$ cat src/rtl/mem_arb_pkg.sv
// mem_arb_pkg: shared state encoding and counter sizing for the memory arbiter
package mem_arb_pkg;
  localparam int STATE_W = 3;
  typedef enum logic [STATE_W-1:0] {IDLE, ISS_IF, ISS_DM, BSY_IF, BSY_DM} state_e;
  function automatic int starve_w(input int limit);
    return $clog2(limit + 1);
  endfunction
endpackage

$ cat src/rtl/arb_pick.sv
// arb_pick: data-first winner select with a forced fetch win once fetch is starved
module arb_pick (
  input  logic if_req,
  input  logic dm_req,
  input  logic if_elig,
  input  logic dm_elig,
  input  logic starve,
  output logic grant_if,
  output logic grant_dm
);
  logic if_ok, dm_ok;
  always_comb begin
    if_ok = if_req & if_elig;
    dm_ok = dm_req & dm_elig;
    grant_dm = dm_ok & ~(starve & if_ok);
    grant_if = if_ok & ~grant_dm;
  end
endmodule

$ cat src/rtl/mem_arbiter.sv
// mem_arbiter: shares one multi-cycle memory between fetch and data ports, one access in flight
module mem_arbiter
  import mem_arb_pkg::*;
#(
  parameter int STARVE_LIMIT = 4
) (
  input  logic        clk,
  input  logic        rst,
  input  logic        if_req,
  input  logic [15:0] if_addr,
  output logic [15:0] if_rdata,
  output logic        if_done,
  input  logic        dm_req,
  input  logic        dm_wr,
  input  logic [15:0] dm_addr,
  input  logic [15:0] dm_wdata,
  output logic [15:0] dm_rdata,
  output logic        dm_done,
  output logic        mem_en,
  output logic        mem_wr,
  output logic [15:0] mem_addr,
  output logic [15:0] mem_wdata,
  input  logic [15:0] mem_rdata,
  input  logic        mem_stall,
  input  logic        mem_done
);
  localparam int STARVE_W = starve_w(STARVE_LIMIT);
  localparam logic [STARVE_W-1:0] LIMIT = STARVE_W'(STARVE_LIMIT);
  state_e state_q;
  logic [STARVE_W-1:0] starve_q;
  logic [15:0] if_rdata_q, dm_rdata_q;
  logic if_done_q, dm_done_q;
  logic grant_if, grant_dm, issue_if, issue_dm, accept;
  arb_pick u_pick (
    .if_req  (if_req),
    .dm_req  (dm_req),
    .if_elig (~if_done_q),
    .dm_elig (~dm_done_q),
    .starve  (starve_q == LIMIT),
    .grant_if(grant_if),
    .grant_dm(grant_dm)
  );
  // issue is gated by reset so the memory sees nothing while rst is held low
  always_comb begin
    issue_if = rst & (((state_q == IDLE) & grant_if) | (state_q == ISS_IF));
    issue_dm = rst & (((state_q == IDLE) & grant_dm) | (state_q == ISS_DM));
    mem_en = issue_if | issue_dm;
    mem_wr = issue_dm & dm_wr;
    mem_addr = issue_dm ? dm_addr : issue_if ? if_addr : '0;
    mem_wdata = issue_dm ? dm_wdata : '0;
    accept = mem_en & ~mem_stall;
  end
  always_ff @(posedge clk or negedge rst) begin
    if (!rst) begin
      state_q <= IDLE;
      starve_q <= '0;
      if_rdata_q <= '0;
      dm_rdata_q <= '0;
      if_done_q <= 1'b0;
      dm_done_q <= 1'b0;
    end else begin
      if_done_q <= 1'b0;
      dm_done_q <= 1'b0;
      case (state_q)
        IDLE, ISS_IF, ISS_DM:
          if (mem_en) state_q <= accept ? (issue_dm ? BSY_DM : BSY_IF) : (issue_dm ? ISS_DM : ISS_IF);
        BSY_IF:
          if (mem_done) begin
            state_q <= IDLE;
            if_done_q <= 1'b1;
            if_rdata_q <= mem_rdata;
          end
        BSY_DM:
          if (mem_done) begin
            state_q <= IDLE;
            dm_done_q <= 1'b1;
            if (!dm_wr) dm_rdata_q <= mem_rdata;
          end
        default: state_q <= IDLE;
      endcase
      if (accept & issue_if) starve_q <= '0;
      else if (accept & issue_dm) starve_q <= !if_req ? '0 : (starve_q == LIMIT) ? starve_q : starve_q + STARVE_W'(1);
    end
  end
  assign if_rdata = if_rdata_q;
  assign dm_rdata = dm_rdata_q;
  assign if_done = if_done_q;
  assign dm_done = dm_done_q;
endmodule

$ cat config.mk
export PLATFORM = sky130hd
export DESIGN_NAME = mem_arbiter
export DESIGN_NICKNAME = d
export VERILOG_FILES = /design/src/rtl/mem_arb_pkg.sv /design/src/rtl/arb_pick.sv /design/src/rtl/mem_arbiter.sv
export SDC_FILE = /design/constraint.sdc
export NUM_CORES = 1
export LEC_CHECK = 0
export BUFFER_PORTS_ARGS = -buffer_cell sky130_fd_sc_hd__buf_2
export CORE_ASPECT_RATIO = 1.1
export CORE_UTILIZATION = 40
export CTS_CLUSTER_SIZE = 8
export DETAILED_ROUTE_END_ITERATION = 16
export PLACE_DENSITY = 0.79
export SYNTH_ARGS = -nofsm -noshare
export SYNTH_HDL_FRONTEND = slang
export SYNTH_HIERARCHICAL = 1
export SYNTH_SLANG_ARGS = --single-unit
$ cat constraint.sdc
create_clock -name clk -period 3.6 [get_ports clk]
set_clock_uncertainty 0.2 [all_clocks]
set_input_delay 0.18 -clock clk [delete_from_list [all_inputs] [get_ports clk]]
set_output_delay 0.18 -clock clk [all_outputs]
set_load 0.1 [all_outputs]
---- Yosys cells after proc, flatten, opt, wreduce, memory -nomap -nowiden ----
Cells that the tools add are included.
word-level totals
  output and inout port bits .............. 68
  word-level logic and storage cells ...... 61
  register bits after elaboration ......... 40
  input bits .............................. 71
operators by class
  reductions and logical operators ........ 8
  muxes and demuxes ....................... 16
  bitwise gates (word level) .............. 22
  add/sub/neg operators ................... 1
  equality and inequality tests ........... 8
operator list
  cell                                                    count
  two-way mux 16 bit                                      3
  two-way mux 3 bit                                       8
  AND 1 bit                                               13
  equality test 3 x 2 -> 1 bit (second input constant)    2
  equality test 3 bit (second input constant)             2
  inverter 1 bit                                          6
  one-hot mux 3 bit (2 select lines)                      1
  AND reduction 2 bit                                     3
  adder 3 x 1 -> 3 bit (second input constant)            1
  equality test 3 x 1 -> 1 bit (second input constant)    1
  zero test 3 bit                                         1
  two-way mux 1 bit                                       3
  inequality test 3 bit (second input constant)           1
  bitwise OR 1 bit                                        3
  AND reduction 3 bit                                     1
  OR reduction 3 bit                                      1
  two-way mux 2 bit                                       1
  inequality test 2 x 1 -> 1 bit (second input constant)  1
  inequality test 2 bit (second input constant)           1
  nonzero test 2 bit                                      1
  OR reduction 2 bit                                      1

---- Longest topological paths before layout ----
  depth after elaboration ................. 15
  depth in mapped cells ................... 11
  depth with buffers taken out ............ 11

---- By module ----
The synthesis kept the hierarchy.
by module, submodules not included
  module       area an instance (um^2)  cells an instance  seq. area each (um^2)  instances
  mem_arbiter  2015.7                   161                1001.0                 1
  arb_pick     20.0                     3                  0.0                    1

---- Least setup slack after synthesis ----
OpenSTA, ideal clock, no wires.
  path type ............................... register to register
  start ................................... register dm_done_q (netlist: dm_done)
  end ..................................... register starve_q[0]
  arrival ................................. 3.624 ns
  setup time .............................. 0.099 ns
  clock period less this slack ............ 3.923 ns
  path buffers ............................ 0
  data required time ...................... 3.301 ns
  setup slack ............................. -0.323 ns
  stages on the path, launching flop included .. 10
  path through ............................ dfrtp_1 > inv_1 > nand2_1 > o211a_1 > nor2_1 > a221oi_2 > nor2b_1 > ha_1 > a31oi_1 > a311oi_1
on the way
  longest elaborated chain between the ends .. 13
  elaborated cells on any way between the ends .. 19
  those cells by class .................... 1 x eq/ne; 1 x mux; 15 x bitwise; 2 x reduce/logical
RTL lines
  element                                                                              line                                  text
  from (decl)                                                                          mem_arbiter.sv:32                     logic if_done_q, dm_done_q;
  from (signal assigned)                                                               mem_arbiter.sv:60                     dm_done_q <= 1'b0;
  from (signal assigned)                                                               mem_arbiter.sv:63                     dm_done_q <= 1'b0;
  from (signal assigned)                                                               mem_arbiter.sv:76                     dm_done_q <= 1'b1;
  inverter 1 bit *                                                                     mem_arbiter.sv:38                     .dm_elig (~dm_done_q),
  AND 1 bit *                                                                          arb_pick.sv:14                        dm_ok = dm_req & dm_elig;
  AND 1 bit *                                                                          arb_pick.sv:15                        grant_dm = dm_ok & ~(starve & if_ok);
  inverter 1 bit *                                                                     arb_pick.sv:16                        grant_if = if_ok & ~grant_dm;
  AND 1 bit *                                                                          arb_pick.sv:16
  named net grant_if                                                                   mem_arbiter.sv:33                     logic grant_if, grant_dm, issue_if, issue_dm, accept;
  AND 1 bit *                                                                          mem_arbiter.sv:45                     issue_if = rst & (((state_q == IDLE) & grant_if) | (state_q == ISS_IF));
  bitwise OR 1 bit *                                                                   mem_arbiter.sv:45
  AND 1 bit *                                                                          mem_arbiter.sv:45
  bitwise OR 1 bit *                                                                   mem_arbiter.sv:47                     mem_en = issue_if | issue_dm;
  named net mem_en                                                                     mem_arbiter.sv:19                     output logic mem_en,
  AND 1 bit *                                                                          mem_arbiter.sv:51                     accept = mem_en & ~mem_stall;
  AND 1 bit (on tied branches)                                                         mem_arbiter.sv:81, mem_arbiter.sv:82
  inequality test 3 bit (no source line) / nonzero test 2 bit (equally long branches)  n/a
  AND reduction 2 bit (no source line)                                                 n/a
  to (signal assigned)                                                                 mem_arbiter.sv:82                     else if (accept & issue_dm) starve_q <= !if_req ? '0 : (starve_q == LIMIT) ? starve_q : starve_q + STARVE_W'(1 ...
  to (decl)                                                                            mem_arbiter.sv:30                     logic [STARVE_W-1:0] starve_q;
Mark *: on every way through the listed nets, which the timed path passes. The rest lies on a longest branch.
A chain may end at the register's enable or synchronous reset.

---- Final worst setup path ----
  start ................................... register starve_q[0]
  end ..................................... output mem_wdata[10]
on the way
  longest elaborated chain between the ends .. 8
RTL lines
  element              line               text
  equality test 3 bit  mem_arbiter.sv:39  .starve (starve_q == LIMIT),
  AND 1 bit            arb_pick.sv:15
  inverter 1 bit       arb_pick.sv:15
  AND 1 bit            arb_pick.sv:15
  named net grant_dm   mem_arbiter.sv:33
  AND 1 bit            mem_arbiter.sv:46  issue_dm = rst & (((state_q == IDLE) & grant_dm) | (state_q == ISS_DM));
  bitwise OR 1 bit     mem_arbiter.sv:46
  AND 1 bit            mem_arbiter.sv:46
  two-way mux 16 bit   mem_arbiter.sv:50  mem_wdata = issue_dm ? dm_wdata : '0;
  to (decl)            mem_arbiter.sv:22  output logic [15:0] mem_wdata,
The timed path passes the listed nets, and every way through them passes these cells.

==> impl_results.md <==
* CP Launch Point: starve_q[0]$_DFFE_PN0P_
* Slew headroom at 57.8%
* H-tree depth at 2
* Setup TNS at 0 ns
* Die H at 76.8 µm
* Die X at 70.0 µm
* DR vias at 1920
* Clk Tree Root Cell: clkbuf_8
* Final slew viol count at 0
* Antenna cell count at 0
* FF+latch count, synth at 40
* Busiest layer in global routing: met2
* DR WL/cell at 14.8 µm
* Final setup viols at 0
* First-pass GRT wire length at 9040 µm
* Bufs on Longest Clock Path at 2
* F_max at 0.334 GHz
* Synth top area cells: dfrtp_1 (49%), mux2_2 (18%), a22o_1 (6.9%)
* Worst-path clk slew at 0.07 ns
* Post-synth EDFFs at 0
* Antenna violations before repair at 0
* Endpoint class of the critical path: output pin
* GRT Resource Usage Total at 21.3%
* Vias in the first global route at 1884
* Async set-or-reset flop fraction in the synthesized netlist at 100%
* Main synth FF type: dfrtp_1
* Area growth, synth to finish at 49.1%
* Post-Synthesis Cells at 164
* Mapped Area at 0.00204 mm²
* Area leader, netlist: dfrtp_1
* Post-Route WL at 5590 µm
* Period utilisation layout at 83.3%
* Detailed Route Iter0 Violations at 151
* Syn. warnings at 6
* IO Count at 139
* Starting Density at 42.6%
* Final Hold Viols at 0
* Post-synthesis area per instance at 12.4 µm²
* DPL Wire Length at 4100 µm
* CTS tree: done
* Synth cell types at 36
* Max_cap viols at 0
* Post-layout nets at 396
* GRT met2 Usage at 37.1%
* Avg Vias per Cell at 5.08
* Clock Latency Late Sink at 0.28 ns
* # resized after CTS at 0
* Core area at 0.00478 mm²
* FF-to-FF path depth at 11
* Clock sink count at 40
* Kind of critical path: register to output pin
* Crit path to: mem_wdata[10]
* Router iterations before antenna repair at 4
* Port Buf Inserts at 138
* Reg2Reg Setup Slack at 0.84 ns
* Cts bufs inserted at 5
* Register area share after synthesis at 49.2%
* RSZ-0062 raised after global routing: false
* Fin crit period at 3.00 ns
* Met1 usage at 25.3%
* ANT nets after route at 0
* Die area at 0.00538 mm²
* Syn nets at 238
* CP required at 3.22 ns
* Row Count at 26
* HP Class: input port to register
* Residual DRC at 0
* Worst EP arrival at 2.62 ns
* Critical path peak fanout at 29
* Critical path startpoint category: register
* Grt total ovfl at 0
* Measured slew at the worst slew-check pin at 0.632 ns
* Worst R2R Start: starve_q[0]$_DFFE_PN0P_
* M3 GR Usage at 6.44%
* Status: finished, final reports clean
* Area share of the largest cell type after synthesis at 49.2%
* Layout cells sized above 1 at 58.1%
* Largest net degree at the start of global routing at 42
* GPL Wtd Cong at 0.902
* Reg-to-reg endpoint: starve_q[0]$_DFFE_PN0P_
[critical path, cell delays in order (launching register included)]
cell and delay [ns]:
dfrtp_1 0.40, inv_1 0.06, ha_1 0.24, nand2_1 0.12, inv_1 0.06, a31oi_1 0.16, nor2_1 0.15, nor3_4 0.22
buf_4 0.31, and2_1 0.18, buf_2 0.43
[synthesized netlist by cell type, types with 2 or more instances]
cell / instances
ha_1: 3
nand2b_1: 3
buf_2: 4
mux2_2: 32
dfrtp_1: 40
inv_1: 8
a22o_1: 16
buf_6: 2
nor2_1: 3
nand2_1: 4
nand3_1: 4
nand4_1: 2
nor3b_1: 2
and2_1: 17
a31oi_1: 3
[sequential cells by signal, indices dropped and copies added (netlist names)]
register / flops
if_done: 1
state_q: 3
starve_q: 3
dm_done: 1
if_rdata: 16
dm_rdata: 16
[how the worst min path moves through the flow]
stage	startpoint	end	slack (ns)	depth (start not counted)
2_1_floorplan	rst	dm_done$_DFF_PN0_	-0.32	0
3_3_place_gp	rst	dm_rdata[1]$_DFFE_PN0P_	0.10	2
3_5_place_dp	rst	dm_done$_DFF_PN0_	0.1	2
4_1_cts	if_req	starve_q[2]$_DFFE_PN0P_	0.00009	3
5_1_grt	mem_done	dm_done$_DFF_PN0_	0.02	2
6_report	if_req	starve_q[2]$_DFFE_PN0P_	0.02	3
[through the flow]
stage               utilization [%]  hold slack (ns)  instances  area [µm²]  setup slack [ns]
floorplan                         -           -0.316        164        2050             0.205
global placement               58.2            0.101        354        2780             0.995
detailed placement             58.2           0.0976        354        2780             0.876
CTS                            63.5        0.0000911        378        3040             0.587
global route                   63.5           0.0197        378        3040             0.381
finish                         63.5           0.0200        378        3040             0.603
[repair_timing]
action	4_1_cts	5_1_grt
hold endpoints to repair	72	0
setup buffers	0	0
hold buffers	17	0
endpoints found under the setup margin	0	0
[per-layer routing]
layer / wire, µm / vias to the layer above
li1: - / 916
met2: 2750 / 98
met5: 0 / -
met1: 2280 / 901
met4: 34 / 0
met3: 533 / 5
[cells in the final DEF (no fill, tap or decap), types with 2 or more instances in the layout]
cell,synthesis,layout
a31oi_1,3,3
inv_1,8,8
nand3_1,4,4
and2_1,17,17
nor3b_1,2,2
nand4_1,2,2
a22o_1,16,16
nand2b_1,3,3
dfrtp_1,40,40
buf_2,4,138
nor2_1,3,3
nand2_1,4,4
ha_1,3,3
mux2_2,32,32
buf_4,1,4
clkbuf_8,0,5
dlygate4sd3_1,0,17
[kinds of logic after synthesis]
group	count (synthesis)	share of synthesized area [%]
buffers and inverters	16	4.12
AND/OR/NAND/NOR	43	14.3
AO/OA/AOI/OAI	29	12.4
adder cells (fa/ha/maj)	3	1.84
multiplexers	33	18.2
flip-flops	40	49.2
[layout make-up]
| type | count | area, µm² |
|---|---|---|
| fill | 379 | 1750 |
| sequential | 40 | 1000 |
| multi-input combinational | 108 | 962 |
| timing repair buffer | 159 | 891 |
| tap | 56 | 70.1 |
| clock buffer | 5 | 68.8 |
| inverter | 8 | 30.0 |
| clock inverter | 2 | 12.5 |
Power is not shown: default switching activity piles up to over one toggle a cycle in this logic, so the estimate is an artifact.
